[src/rtl/ovl_stim_pkg.sv]
// Shared types and constants for the unchange-checker stimulus generator.
package ovl_stim_pkg;

  // Upper bounds for the command payload; the generator zero-extends into these.
  localparam int unsigned VALUE_MAX_W = 64;
  localparam int unsigned CYCLE_MAX_W = 8;
  localparam int unsigned GAP_MAX_W   = 16;

  // Same encoding as OVL_IGNORE_NEW_START / OVL_RESET_ON_NEW_START / OVL_ERROR_ON_NEW_START.
  localparam int unsigned IGNORE = 0;
  localparam int unsigned RESET  = 1;
  localparam int unsigned ERROR  = 2;

  typedef enum logic [1:0] {
    ST_IDLE,
    ST_START,
    ST_HOLD,
    ST_GAP
  } state_t;

  typedef struct packed {
    logic [VALUE_MAX_W-1:0] value;
    logic                   inject_change;
    logic                   restart;
    logic [CYCLE_MAX_W-1:0] inject_cycle;
    logic [GAP_MAX_W-1:0]   gap;
  } cmd_t;

endpackage

[src/rtl/ovl_stim_down_counter.sv]
// Loadable down-counter that saturates at zero; zero flag is registered alongside the count.
module ovl_stim_down_counter #(
  parameter int unsigned W = 4
) (
  input  logic         clk,
  input  logic         reset_n,
  input  logic         load,
  input  logic [W-1:0] load_value,
  input  logic         dec,
  output logic [W-1:0] count,
  output logic [W-1:0] count_next_c,
  output logic         zero
);

  always_comb begin
    count_next_c = count;
    if (load) begin
      count_next_c = load_value;
    end else if (dec && (count != '0)) begin
      count_next_c = count - W'(1);
    end
  end

  always_ff @(posedge clk or negedge reset_n) begin
    if (!reset_n) begin
      count <= '0;
      zero  <= 1'b1;
    end else begin
      count <= count_next_c;
      zero  <= (count_next_c == '0);
    end
  end

endmodule

[src/rtl/ovl_unchange_stim_gen.sv]
// Drives start_event/test_expr for an unchange checker, one command per window,
// and flags the cycles in which a correct checker must fire.
module ovl_unchange_stim_gen
  import ovl_stim_pkg::*;
#(
  parameter int unsigned width               = 8,
  parameter int unsigned num_cks             = 2,
  parameter int unsigned action_on_new_start = 0,
  parameter int unsigned max_gap             = 15,
  localparam int unsigned CW = $clog2(num_cks + 1),
  localparam int unsigned GW = $clog2(max_gap + 1)
) (
  input  logic             clk,
  input  logic             reset_n,
  input  logic             cmd_valid,
  output logic             cmd_ready,
  input  logic [width-1:0] cmd_value,
  input  logic             cmd_inject_change,
  input  logic             cmd_restart,
  input  logic [CW-1:0]    cmd_inject_cycle,
  input  logic [GW-1:0]    cmd_gap,
  output logic             start_event,
  output logic [width-1:0] test_expr,
  output logic             exp_fire,
  output logic             busy,
  output logic             done
);

  localparam int unsigned CNT_W = (CW > GW) ? CW : GW;
  // Remaining-count encoding: window cycle k = num_cks - count, so k=1 loads num_cks-1.
  localparam logic [CNT_W-1:0] HOLD_LOAD = CNT_W'(num_cks - 32'd1);

  state_t           state_q, state_n;
  cmd_t             cmd_q, cmd_n, cmd_in;
  logic             fired_q, fired_n;
  logic             cnt_load, cnt_dec, cnt_zero;
  logic [CNT_W-1:0] cnt_load_value, cnt_q, cnt_n;
  logic             hit_now, hit_next, window_end;
  logic             cmd_ready_d, start_event_d, exp_fire_d, busy_d, done_d;
  logic [width-1:0] test_expr_d;
  logic             unused_cmd;

  // Injection point reached and not yet used by this command.
  function automatic logic is_hit(input logic [CNT_W-1:0]       rem,
                                  input logic [CYCLE_MAX_W-1:0] cycle,
                                  input logic                   fired);
    int unsigned k;
    k = num_cks - 32'(rem);
    return !fired && (cycle != '0) && (k == 32'(cycle));
  endfunction

  always_comb begin
    cmd_in               = '0;
    cmd_in.value         = VALUE_MAX_W'(cmd_value);
    cmd_in.inject_change = cmd_inject_change;
    cmd_in.restart       = cmd_restart;
    cmd_in.inject_cycle  = CYCLE_MAX_W'(cmd_inject_cycle);
    cmd_in.gap           = GAP_MAX_W'(cmd_gap);
  end

  // Upper payload bits are always zero; fold them so every bit has a reader.
  assign unused_cmd = ^cmd_q;

  ovl_stim_down_counter #(.W(CNT_W)) u_cnt (
    .clk          (clk),
    .reset_n      (reset_n),
    .load         (cnt_load),
    .load_value   (cnt_load_value),
    .dec          (cnt_dec),
    .count        (cnt_q),
    .count_next_c (cnt_n),
    .zero         (cnt_zero)
  );

  always_ff @(posedge clk or negedge reset_n) begin
    if (!reset_n) begin
      state_q <= ST_IDLE;
      cmd_q   <= '0;
      fired_q <= 1'b0;
    end else begin
      state_q <= state_n;
      cmd_q   <= cmd_n;
      fired_q <= fired_n;
    end
  end

  always_comb begin
    state_n        = state_q;
    cmd_n          = cmd_q;
    fired_n        = fired_q;
    cnt_load       = 1'b0;
    cnt_dec        = 1'b0;
    cnt_load_value = HOLD_LOAD;
    window_end     = 1'b0;
    hit_now        = is_hit(cnt_q, cmd_q.inject_cycle, fired_q);
    unique case (state_q)
      ST_IDLE: begin
        if (cmd_valid && cmd_ready) begin
          state_n = ST_START;
          cmd_n   = cmd_in;
          fired_n = 1'b0;
        end
      end
      ST_START: begin
        cnt_load = 1'b1;
        state_n  = ST_HOLD;
      end
      ST_HOLD: begin
        fired_n = fired_q | hit_now;
        if (hit_now && cmd_q.restart && (action_on_new_start == RESET)) begin
          cnt_load = 1'b1;
        end else if (cnt_zero) begin
          window_end = 1'b1;
          if (cmd_q.gap != '0) begin
            cnt_load       = 1'b1;
            cnt_load_value = CNT_W'(cmd_q.gap - GAP_MAX_W'(1));
            state_n        = ST_GAP;
          end else begin
            state_n = ST_IDLE;
          end
        end else begin
          cnt_dec = 1'b1;
        end
      end
      ST_GAP: begin
        if (cnt_zero) begin
          state_n = ST_IDLE;
        end else begin
          cnt_dec = 1'b1;
        end
      end
      default: state_n = ST_IDLE;
    endcase
  end

  // Outputs are decoded from next-cycle state so they land in the register aligned to it.
  always_comb begin
    cmd_ready_d   = (state_n == ST_IDLE);
    busy_d        = (state_n != ST_IDLE);
    done_d        = window_end;
    start_event_d = 1'b0;
    exp_fire_d    = 1'b0;
    test_expr_d   = test_expr;
    hit_next      = is_hit(cnt_n, cmd_n.inject_cycle, fired_n);
    unique case (state_n)
      ST_START: begin
        start_event_d = 1'b1;
        test_expr_d   = cmd_n.value[width-1:0];
      end
      ST_HOLD: begin
        start_event_d = hit_next && cmd_n.restart;
        exp_fire_d    = hit_next && (cmd_n.inject_change ||
                                     (cmd_n.restart && (action_on_new_start == ERROR)));
        test_expr_d   = ((fired_n || hit_next) && cmd_n.inject_change) ?
                        ~cmd_n.value[width-1:0] : cmd_n.value[width-1:0];
      end
      default: ;
    endcase
  end

  always_ff @(posedge clk or negedge reset_n) begin
    if (!reset_n) begin
      cmd_ready   <= 1'b0;
      start_event <= 1'b0;
      test_expr   <= '0;
      exp_fire    <= 1'b0;
      busy        <= 1'b0;
      done        <= 1'b0;
    end else begin
      cmd_ready   <= cmd_ready_d;
      start_event <= start_event_d;
      test_expr   <= test_expr_d;
      exp_fire    <= exp_fire_d;
      busy        <= busy_d;
      done        <= done_d;
    end
  end

endmodule

[config.mk]
export PLATFORM = sky130hd
export DESIGN_NAME = ovl_unchange_stim_gen
export DESIGN_NICKNAME = d
export VERILOG_FILES = /design/src/rtl/ovl_stim_pkg.sv /design/src/rtl/ovl_stim_down_counter.sv /design/src/rtl/ovl_unchange_stim_gen.sv
export SDC_FILE = /design/constraint.sdc
export NUM_CORES = 1
export LEC_CHECK = 0
export ABC_AREA = 1
export BUFFER_PORTS_ARGS = -buffer_cell sky130_fd_sc_hd__buf_2
export CORE_MARGIN = 2
export CORE_UTILIZATION = 28
export CTS_CLUSTER_DIAMETER = 60
export DETAILED_ROUTE_END_ITERATION = 12
export MAX_ROUTING_LAYER = met4
export PLACE_DENSITY_LB_ADDON = 0.08
export SYNTH_ARGS = -nofsm -noshare
export SYNTH_HDL_FRONTEND = slang
export SYNTH_HIERARCHICAL = 1
export SYNTH_SLANG_ARGS = --single-unit
[constraint.sdc]
create_clock -name clk -period 2.8 [get_ports clk]
set_input_delay 0 -clock clk [delete_from_list [all_inputs] [get_ports clk]]
set_output_delay 0 -clock clk [all_outputs]
set_load 0.01 [all_outputs]
# Word-level counts from Yosys, hierarchy flattened

Index checks and enable logic that the tools add are counted.

$add $sub $neg: 4
$mul: 0
Divide/modulo/power cells: 0
$lt $le $gt $ge: 0
Eq/ne operators: 7
Shift-type cells: 0
Muxes and demuxes: 25
Bitwise operators: 2
Reduce and logical (&&, ||, !) cells: 23

Operator list:

| cell                                                                | count |
|---|---|
| 34-bit 2-to-1 mux                                                   | 2 |
| 32-bit by 8-bit == test with 1-bit output                           | 2 |
| 4-bit 2-to-1 mux                                                    | 5 |
| 8-bit case mux with 2 select lines                                  | 1 |
| 16-bit nonzero test                                                 | 1 |
| 8-bit nonzero test                                                  | 2 |
| 2-bit by 4-bit subtractor with 5-bit output (first input constant)  | 2 |
| 1-bit logical AND                                                   | 9 |
| 1-bit 2-to-1 mux                                                    | 8 |
| 2-bit 2-to-1 mux                                                    | 4 |
| 8-bit 2-to-1 mux                                                    | 1 |
| 8-bit NOT                                                           | 1 |
| 2-bit case mux with 4 select lines                                  | 1 |
| 4-bit by 1-bit subtractor with 4-bit output (second input constant) | 2 |
| 2-bit == test (second input constant)                               | 3 |
| 1-bit case mux with 2 select lines                                  | 3 |
| 2-bit by 1-bit == test with 1-bit output (second input constant)    | 2 |
| 2-bit logical NOT                                                   | 2 |
| 4-bit logical NOT                                                   | 1 |
| 2-bit nonzero test                                                  | 2 |
| 4-bit nonzero test                                                  | 1 |
| 1-bit logical NOT                                                   | 2 |
| 2-bit AND reduction                                                 | 1 |
| 2-bit OR reduction                                                  | 1 |
| 2 further kinds                                                     | 2 |

Bits in registers: 43
Bits in latches: 0
Bits in writable memories: 0
Bits in read-only memories: 0
Input bits: 19
Word-level logic and storage cells: 76
Memories: 0

# Logic depth before layout (Yosys ltp)

Depth in word-level cells: 13
Mapped depth: 24
Gate-level depth less buffers: 24

# Hierarchy

The synthesis kept the hierarchy.

By module, submodules not included:

| module                | instances | cells each | area each (um^2) |
|---|---|---|---|
| ovl_unchange_stim_gen | 1         | 255        | 1995.7 |
| ovl_stim_down_counter | 1         | 50         | 344.1 |

# Least setup slack after synthesis

OpenSTA, ideal clock, no wires.

Path kind: register to register
Start: register state_q[0]
End: register test_expr[0]
Library setup time: 0.117 ns
Data arrival time: 2.509 ns
Data required time: 2.683 ns
Setup slack: 0.173 ns
Stages on the path, launching flop included: 21
Buffers on the path: 0
Cell sequence: dfrtp_1 > inv_1 > ha_1 > nand2_1 > inv_1 > nand2_1 > inv_1 > o21a_1 > inv_2 > or2_2 > nand2_1 > inv_1 > ha_1 > nor3_1 > nand3_1 > nor2_2 > nand3_2 > nand2_4 > nand3_1 > nand3_1 > nand2_1

Elaborated cells between the ends (all ways): 31
Classes of those cells: add/sub (1); eq/ne (6); mux (13); bitwise (1); reduce/logical (10)

RTL lines:

| item                                                                      | RTL line                     | RTL |
|---|---|---|
| from (decl)                                                               | ovl_unchange_stim_gen.sv:33  | `state_t state_q, state_n;` |
| from (signal assigned)                                                    | ovl_unchange_stim_gen.sv:81  | `state_q <= state_n;` |
| 2-bit == test or 2-bit by 1-bit == test with 1-bit output (tied branches) | ovl_unchange_stim_gen.sv:96  | `unique case (state_q)` |
| 1-bit case mux with 2 select lines *                                      | ovl_unchange_stim_gen.sv:96  |  |
| via cnt_load                                                              | ovl_unchange_stim_gen.sv:36  | `logic cnt_load, cnt_dec, cnt_zero;` |
| 4-bit 2-to-1 mux *                                                        | ovl_stim_down_counter.sv:17  | `if (load) begin` |
| via cnt_n[0]                                                              | ovl_unchange_stim_gen.sv:37  | `logic [CNT_W-1:0] cnt_load_value, cnt_q, cnt_n;` |
| 2-bit by 4-bit subtractor with 5-bit output *                             | ovl_unchange_stim_gen.sv:48  | `k = num_cks - 32'(rem);` |
| 32-bit by 8-bit == test with 1-bit output *                               | ovl_unchange_stim_gen.sv:49  | `return !fired && (cycle != '0) && (k == 32'(cycle));` |
| 1-bit logical AND *                                                       | ovl_unchange_stim_gen.sv:49  |  |
| 1-bit logical OR *                                                        | ovl_unchange_stim_gen.sv:154 | `test_expr_d = ((fired_n \|\| hit_next) && cmd_n.inject_change) ?` |
| 1-bit logical AND *                                                       | ovl_unchange_stim_gen.sv:154 |  |
| 8-bit 2-to-1 mux *                                                        | ovl_unchange_stim_gen.sv:154 |  |
| 8-bit case mux with 2 select lines *                                      | ovl_unchange_stim_gen.sv:145 | `unique case (state_n)` |
| to (signal assigned)                                                      | ovl_unchange_stim_gen.sv:172 | `test_expr <= test_expr_d;` |
| to (decl)                                                                 | ovl_unchange_stim_gen.sv:23  | `output logic [width-1:0] test_expr,` |

The timed path passes the listed nets; every way through them passes the cells marked *.
A chain may end at the register's enable or synchronous reset.

# Worst setup path in the final report

Start: register cmd_q[1] (netlist bit)
End: register test_expr[6]

Word-level cells in the longest chain between the ends: 12
Elaborated cells between the ends (all ways): 22
Classes of those cells: add/sub (2); eq/ne (3); mux (12); reduce/logical (5)

RTL lines:

| item                                        | RTL line                     | RTL |
|---|---|---|
| from (decl)                                 | ovl_unchange_stim_gen.sv:34  | `cmd_t cmd_q, cmd_n, cmd_in;` |
| from (signal assigned)                      | ovl_unchange_stim_gen.sv:82  | `cmd_q <= cmd_n;` |
| 16-bit nonzero test                         | ovl_unchange_stim_gen.sv:114 | `if (cmd_q.gap != '0) begin` |
| 1-bit 2-to-1 mux                            | ovl_unchange_stim_gen.sv:114 |  |
| 1-bit 2-to-1 mux                            | ovl_unchange_stim_gen.sv:112 | `end else if (cnt_zero) begin` |
| 1-bit case mux with 2 select lines          | ovl_unchange_stim_gen.sv:96  |  |
| via cnt_load                                | ovl_unchange_stim_gen.sv:36  |  |
| 4-bit 2-to-1 mux                            | ovl_stim_down_counter.sv:17  |  |
| via cnt_n[1]                                | ovl_unchange_stim_gen.sv:37  |  |
| 2-bit by 4-bit subtractor with 5-bit output | ovl_unchange_stim_gen.sv:48  |  |
| 32-bit by 8-bit == test with 1-bit output   | ovl_unchange_stim_gen.sv:49  |  |
| 1-bit logical AND                           | ovl_unchange_stim_gen.sv:49  |  |
| 1-bit logical OR                            | ovl_unchange_stim_gen.sv:154 |  |
| 1-bit logical AND                           | ovl_unchange_stim_gen.sv:154 |  |
| 8-bit 2-to-1 mux                            | ovl_unchange_stim_gen.sv:154 |  |
| 8-bit case mux with 2 select lines          | ovl_unchange_stim_gen.sv:145 |  |

The timed path passes the listed nets, and every way through them passes these cells.

==> summary.md <==
The run finished with clean final reports. Once routing completed, OpenROAD measured the worst setup slack at 140.8 ps. Setup violations remaining at the end of the flow were counted as 0. Prior to clock tree synthesis, the placed netlist has a worst setup slack of -16.92 ps. Across the routed clock network, the largest skew measured is 10.99 ps. Cell family contributing the most delay on the critical path: simple AND/OR/NAND/NOR gates. The critical path crosses 21 cells after its start point. Across the run, the number of max-cap violations was 0.

In the layout the commonest cells are sky130_fd_sc_hd__nand2_1 (106), sky130_fd_sc_hd__dfrtp_1 (42), sky130_fd_sc_hd__inv_1 (40). The library cell used most frequently in the layout, excluding fill and tap cells, is sky130_fd_sc_hd__nand2_1. Global routing consumed, over all layers together, 13.80% of the routing resources. For this configuration, the core starts out at a cell density of 28.62%. The clock period could shrink to 2659 ps. The cell area after synthesis was 2340 µm²; the number of clock sinks was 43. In the final layout, the share of cells above drive strength 1 is 27.88%. The path depth of the worst reg2reg path was 21.

Clock tree synthesis inserted a total of 5 buffers. STA classifies the critical path endpoint as a flip-flop. Total count of max-transition violations in the final report: 0. Worst voltage drop across the vdd grid: 0.3740 mV. Clock tree synthesis selected as its root buffer the cell sky130_fd_sc_hd__clkbuf_8.

Pin placement for this block handled 32 I/O pins. The remaining global-route overflow is 0, and the setup slack of the worst register-to-register path is 140 ps. For the final cell count without fillers, the log shows 478.

In this run the critical register-to-register path is captured at test_expr[6]. The logs give 8175 µm² for the core box area and 2 for the maximum root-to-sink buffer count. Number of placed cells counting well taps: 448. The source of the worst register-to-register timing path was cmd_q[1]. Buffers placed on the I/O ports in this run total 31. The total negative setup slack was 0 ps. At the pin with the least slew margin, the transition time is 1030 ps. In the routed design, unresolved DRC markers number 0. The run gives 0 as the final antenna-violating net count.

Setup repair after global routing could not meet its margin everywhere. Counting flops with a built-in enable in the synthesized netlist gives 0. 0 antenna diodes ended up in the layout. When the netlist entered floorplanning its net count stood at 334. The source-to-sink clock delay at the later pin of the worst-skew pair is 300 ps. Power spread over the standard cell area amounts to 1164 nW/µm². The tools report the total half-perimeter wirelength after legalization and detailed placement as 3.945 mm. The ratio of final minimum period to clock period is 94.97%. The highest clock frequency the design can meet was 0.3761 GHz; the area added between synthesis and finish was 32.83%.

Synthesized instance count: 305. Delay of the slowest cell on the worst path: 420 ps. The run gives 33 as the count of cell types in the netlist. For this block, the initial DRC count from the detailed router was 66.

Hold timing on the final database bottoms out at a slack of 47.21 ps. The H-tree generated during clock tree synthesis spans 2 levels. TritonCTS built the clock tree. The worst path arrival time is 2900 ps. The count of final hold-check violations is 0, and the total wire length is 5.682 mm. At the end of routability-driven placement, the weighted congestion stood at 0.7813.

After detailed routing, the number of vias per cell comes to 4.310. For the required time of the critical path, the log shows 3050 ps. Counting instances, the worst hold path has a depth of 5. Counting both buffers and inverters, the worst setup path holds a total of 4. The chip width works out to 95.41 µm. After synthesis, flip-flops and latches occupy 46.04% of the total area. The critical path ends at test_expr[6]. In this run the worst path has a maximum fanout of 8. The final route contains 2,060 vias. After filler insertion, the fill cell instance count of the layout stands at 854.

The pre-antenna-repair detailed-routing pass consisted of 4 iterations. In the synthesized netlist the dominant register cell turns out to be sky130_fd_sc_hd__dfrtp_1. Measured along the y axis, the die boundary spans 95.41 µm. For the initial antenna violation count, the log shows 0.

Traced cell by cell, the critical path runs through nor2_2 > inv_1 > nor2_2 > nand2_1 > nand2_2 > inv_2 > o21a_1 > inv_2 > nand3_2 > nand2_2 > inv_2 > ha_4 > nor3_4 > nand3_1 > nor2_2 > nand3_4 > nand2_8 > nand2_8 > nand2_2 > nand3_2 > nand2_1. The number of global-route vias before repair was 1,891; the total of flip-flops plus latches after synthesis was 43. The leakage power was 1.719 nW. The die covers 9103 µm². Yosys printed 6 warnings. The critical path starts at cmd_q[1]. The first global-routing pass estimated 9.294 mm of wire. The clock-pin slew on the worst setup and hold paths works out to 90 ps.

Critical path start-end classification: flip-flop to flip-flop. Of all flip-flops after synthesis, the portion carrying an async set or reset was 100.0%. The relative slew slack is 31.35%. The path class of the tightest hold or removal check is input pin to flip-flop.

After detailed routing, the average wire length per cell comes to 11.89 µm. The worst setup path is launched from a flip-flop. After floorplanning, the core was divided into 33 placement rows. The net count of the finished layout is 401. The average cell area after synthesis was 7.671 µm². The slowest stage of the critical path belongs to the cell sky130_fd_sc_hd__dfrtp_1. Entering global routing, the biggest net connects 44 pins.
-- through the flow --
| stage | total power, mW | util [%] | instance area (µm²) |
|---|---|---|---|
| after CTS | 3.405 | 36.10 | 2952 |
| after detailed placement | 2.897 | 32.84 | 2685 |
| after floorplan | 2.337 | - | 2340 |
| after global routing | 3.996 | 38.02 | 3108 |
| final | 3.619 | 38.02 | 3108 |
| after global placement | 2.918 | 32.84 | 2685 |
-- worst min-delay path by stage --
| stage | startpoint | endpoint | slack, ps |
|---|---|---|---|
| 2_1_floorplan | reset_n | busy | -300 |
| 3_3_place_gp | cmd_gap[1] | cmd_q[1] | 200 |
| 3_5_place_dp | cmd_gap[1] | cmd_q[1] | 200 |
| 4_1_cts | cmd_inject_cycle[0] | cmd_q[16] | 40 |
| 5_1_grt | cmd_inject_cycle[0] | cmd_q[16] | 100 |
| 6_report | cmd_inject_cycle[0] | cmd_q[16] | 50 |
-- report_power, final --
| part | switching, mW | internal, mW | total [mW] |
|---|---|---|---|
| sequential | 0.133 | 0.856 | 0.989 |
| clock | 0.227 | 0.175 | 0.402 |
| combinational | 1.37 | 0.858 | 2.23 |
| total | 1.73 | 1.89 | 3.62 |
-- flip-flops by register name, summed over array words and instances, names as in the netlist --
register / cells
busy: 1
u_cnt/zero: 1
cmd_q: 22
done: 1
cmd_ready: 1
state_q: 2
start_event: 1
test_expr: 8
exp_fire: 1
u_cnt/count: 4
fired_q: 1
-- cells in the mapped netlist (3+ instances only) --
library cell | count | area [µm²]
sky130_fd_sc_hd__nand2_1 | 113 | 424.2
sky130_fd_sc_hd__inv_1 | 46 | 172.7
sky130_fd_sc_hd__dfrtp_1 | 42 | 1051
sky130_fd_sc_hd__nand3_1 | 28 | 140.1
sky130_fd_sc_hd__nor2_1 | 15 | 56.30
sky130_fd_sc_hd__ha_1 | 10 | 125.1
sky130_fd_sc_hd__nor2_2 | 4 | 25.02
sky130_fd_sc_hd__nor3_1 | 4 | 20.02
sky130_fd_sc_hd__o21ai_0 | 4 | 20.02
sky130_fd_sc_hd__or2_2 | 4 | 25.02
sky130_fd_sc_hd__a21oi_1 | 3 | 15.01
sky130_fd_sc_hd__nand2_2 | 3 | 18.77
sky130_fd_sc_hd__nand2_4 | 3 | 33.78
sky130_fd_sc_hd__nand3b_1 | 3 | 22.52
-- logic make-up after synthesis --
group                      share of synthesized area (%)
DFF                                                46.04
buffers and inverters                              9.091
adders and majority gates                          5.348
xor gates and xnor gates                          0.7488
and+or+nand+nor                                    35.45
AOI/OAI and AO/OA                                  3.316
-- per-layer routing --
| metal | track usage [%] | vias up | share of wire, % |
|---|---|---|---|
| met5 | - | - | 0 |
| met4 | 3.929 | 0 | 0.70 |
| met3 | 2.609 | 5 | 2.7 |
| met2 | 19.48 | 24 | 44 |
| met1 | 20.15 | 961 | 53 |
| li1 | - | 1070 | - |
-- worst min-delay path: cells and delay by family --
family                 cells  cell delay (ps)
buffers and inverters      3              170
and+or+nand+nor            2              150
-- final cells by class --
class                   count  area [µm²]  area share, %
repair buffers             63       439.2          14.13
flip-flops and latches     43        1077          34.66
clock inverters             2       12.51         0.4026
clock buffers               6       72.57          2.335
well taps                 105       131.4          4.227
multi-input cells         209        1186          38.16
inverters                  50       188.9          6.079
-- repair_timing --
item	4_1_cts	5_1_grt
pin swaps	2	22
resized for setup	3	33
endpoints found under the hold margin	57	0
buffers inserted	0	5
gates cloned	1	0
hold buffers	16	0
setup endpoints to repair	8	10
Power figures use the tool's default switching activity.
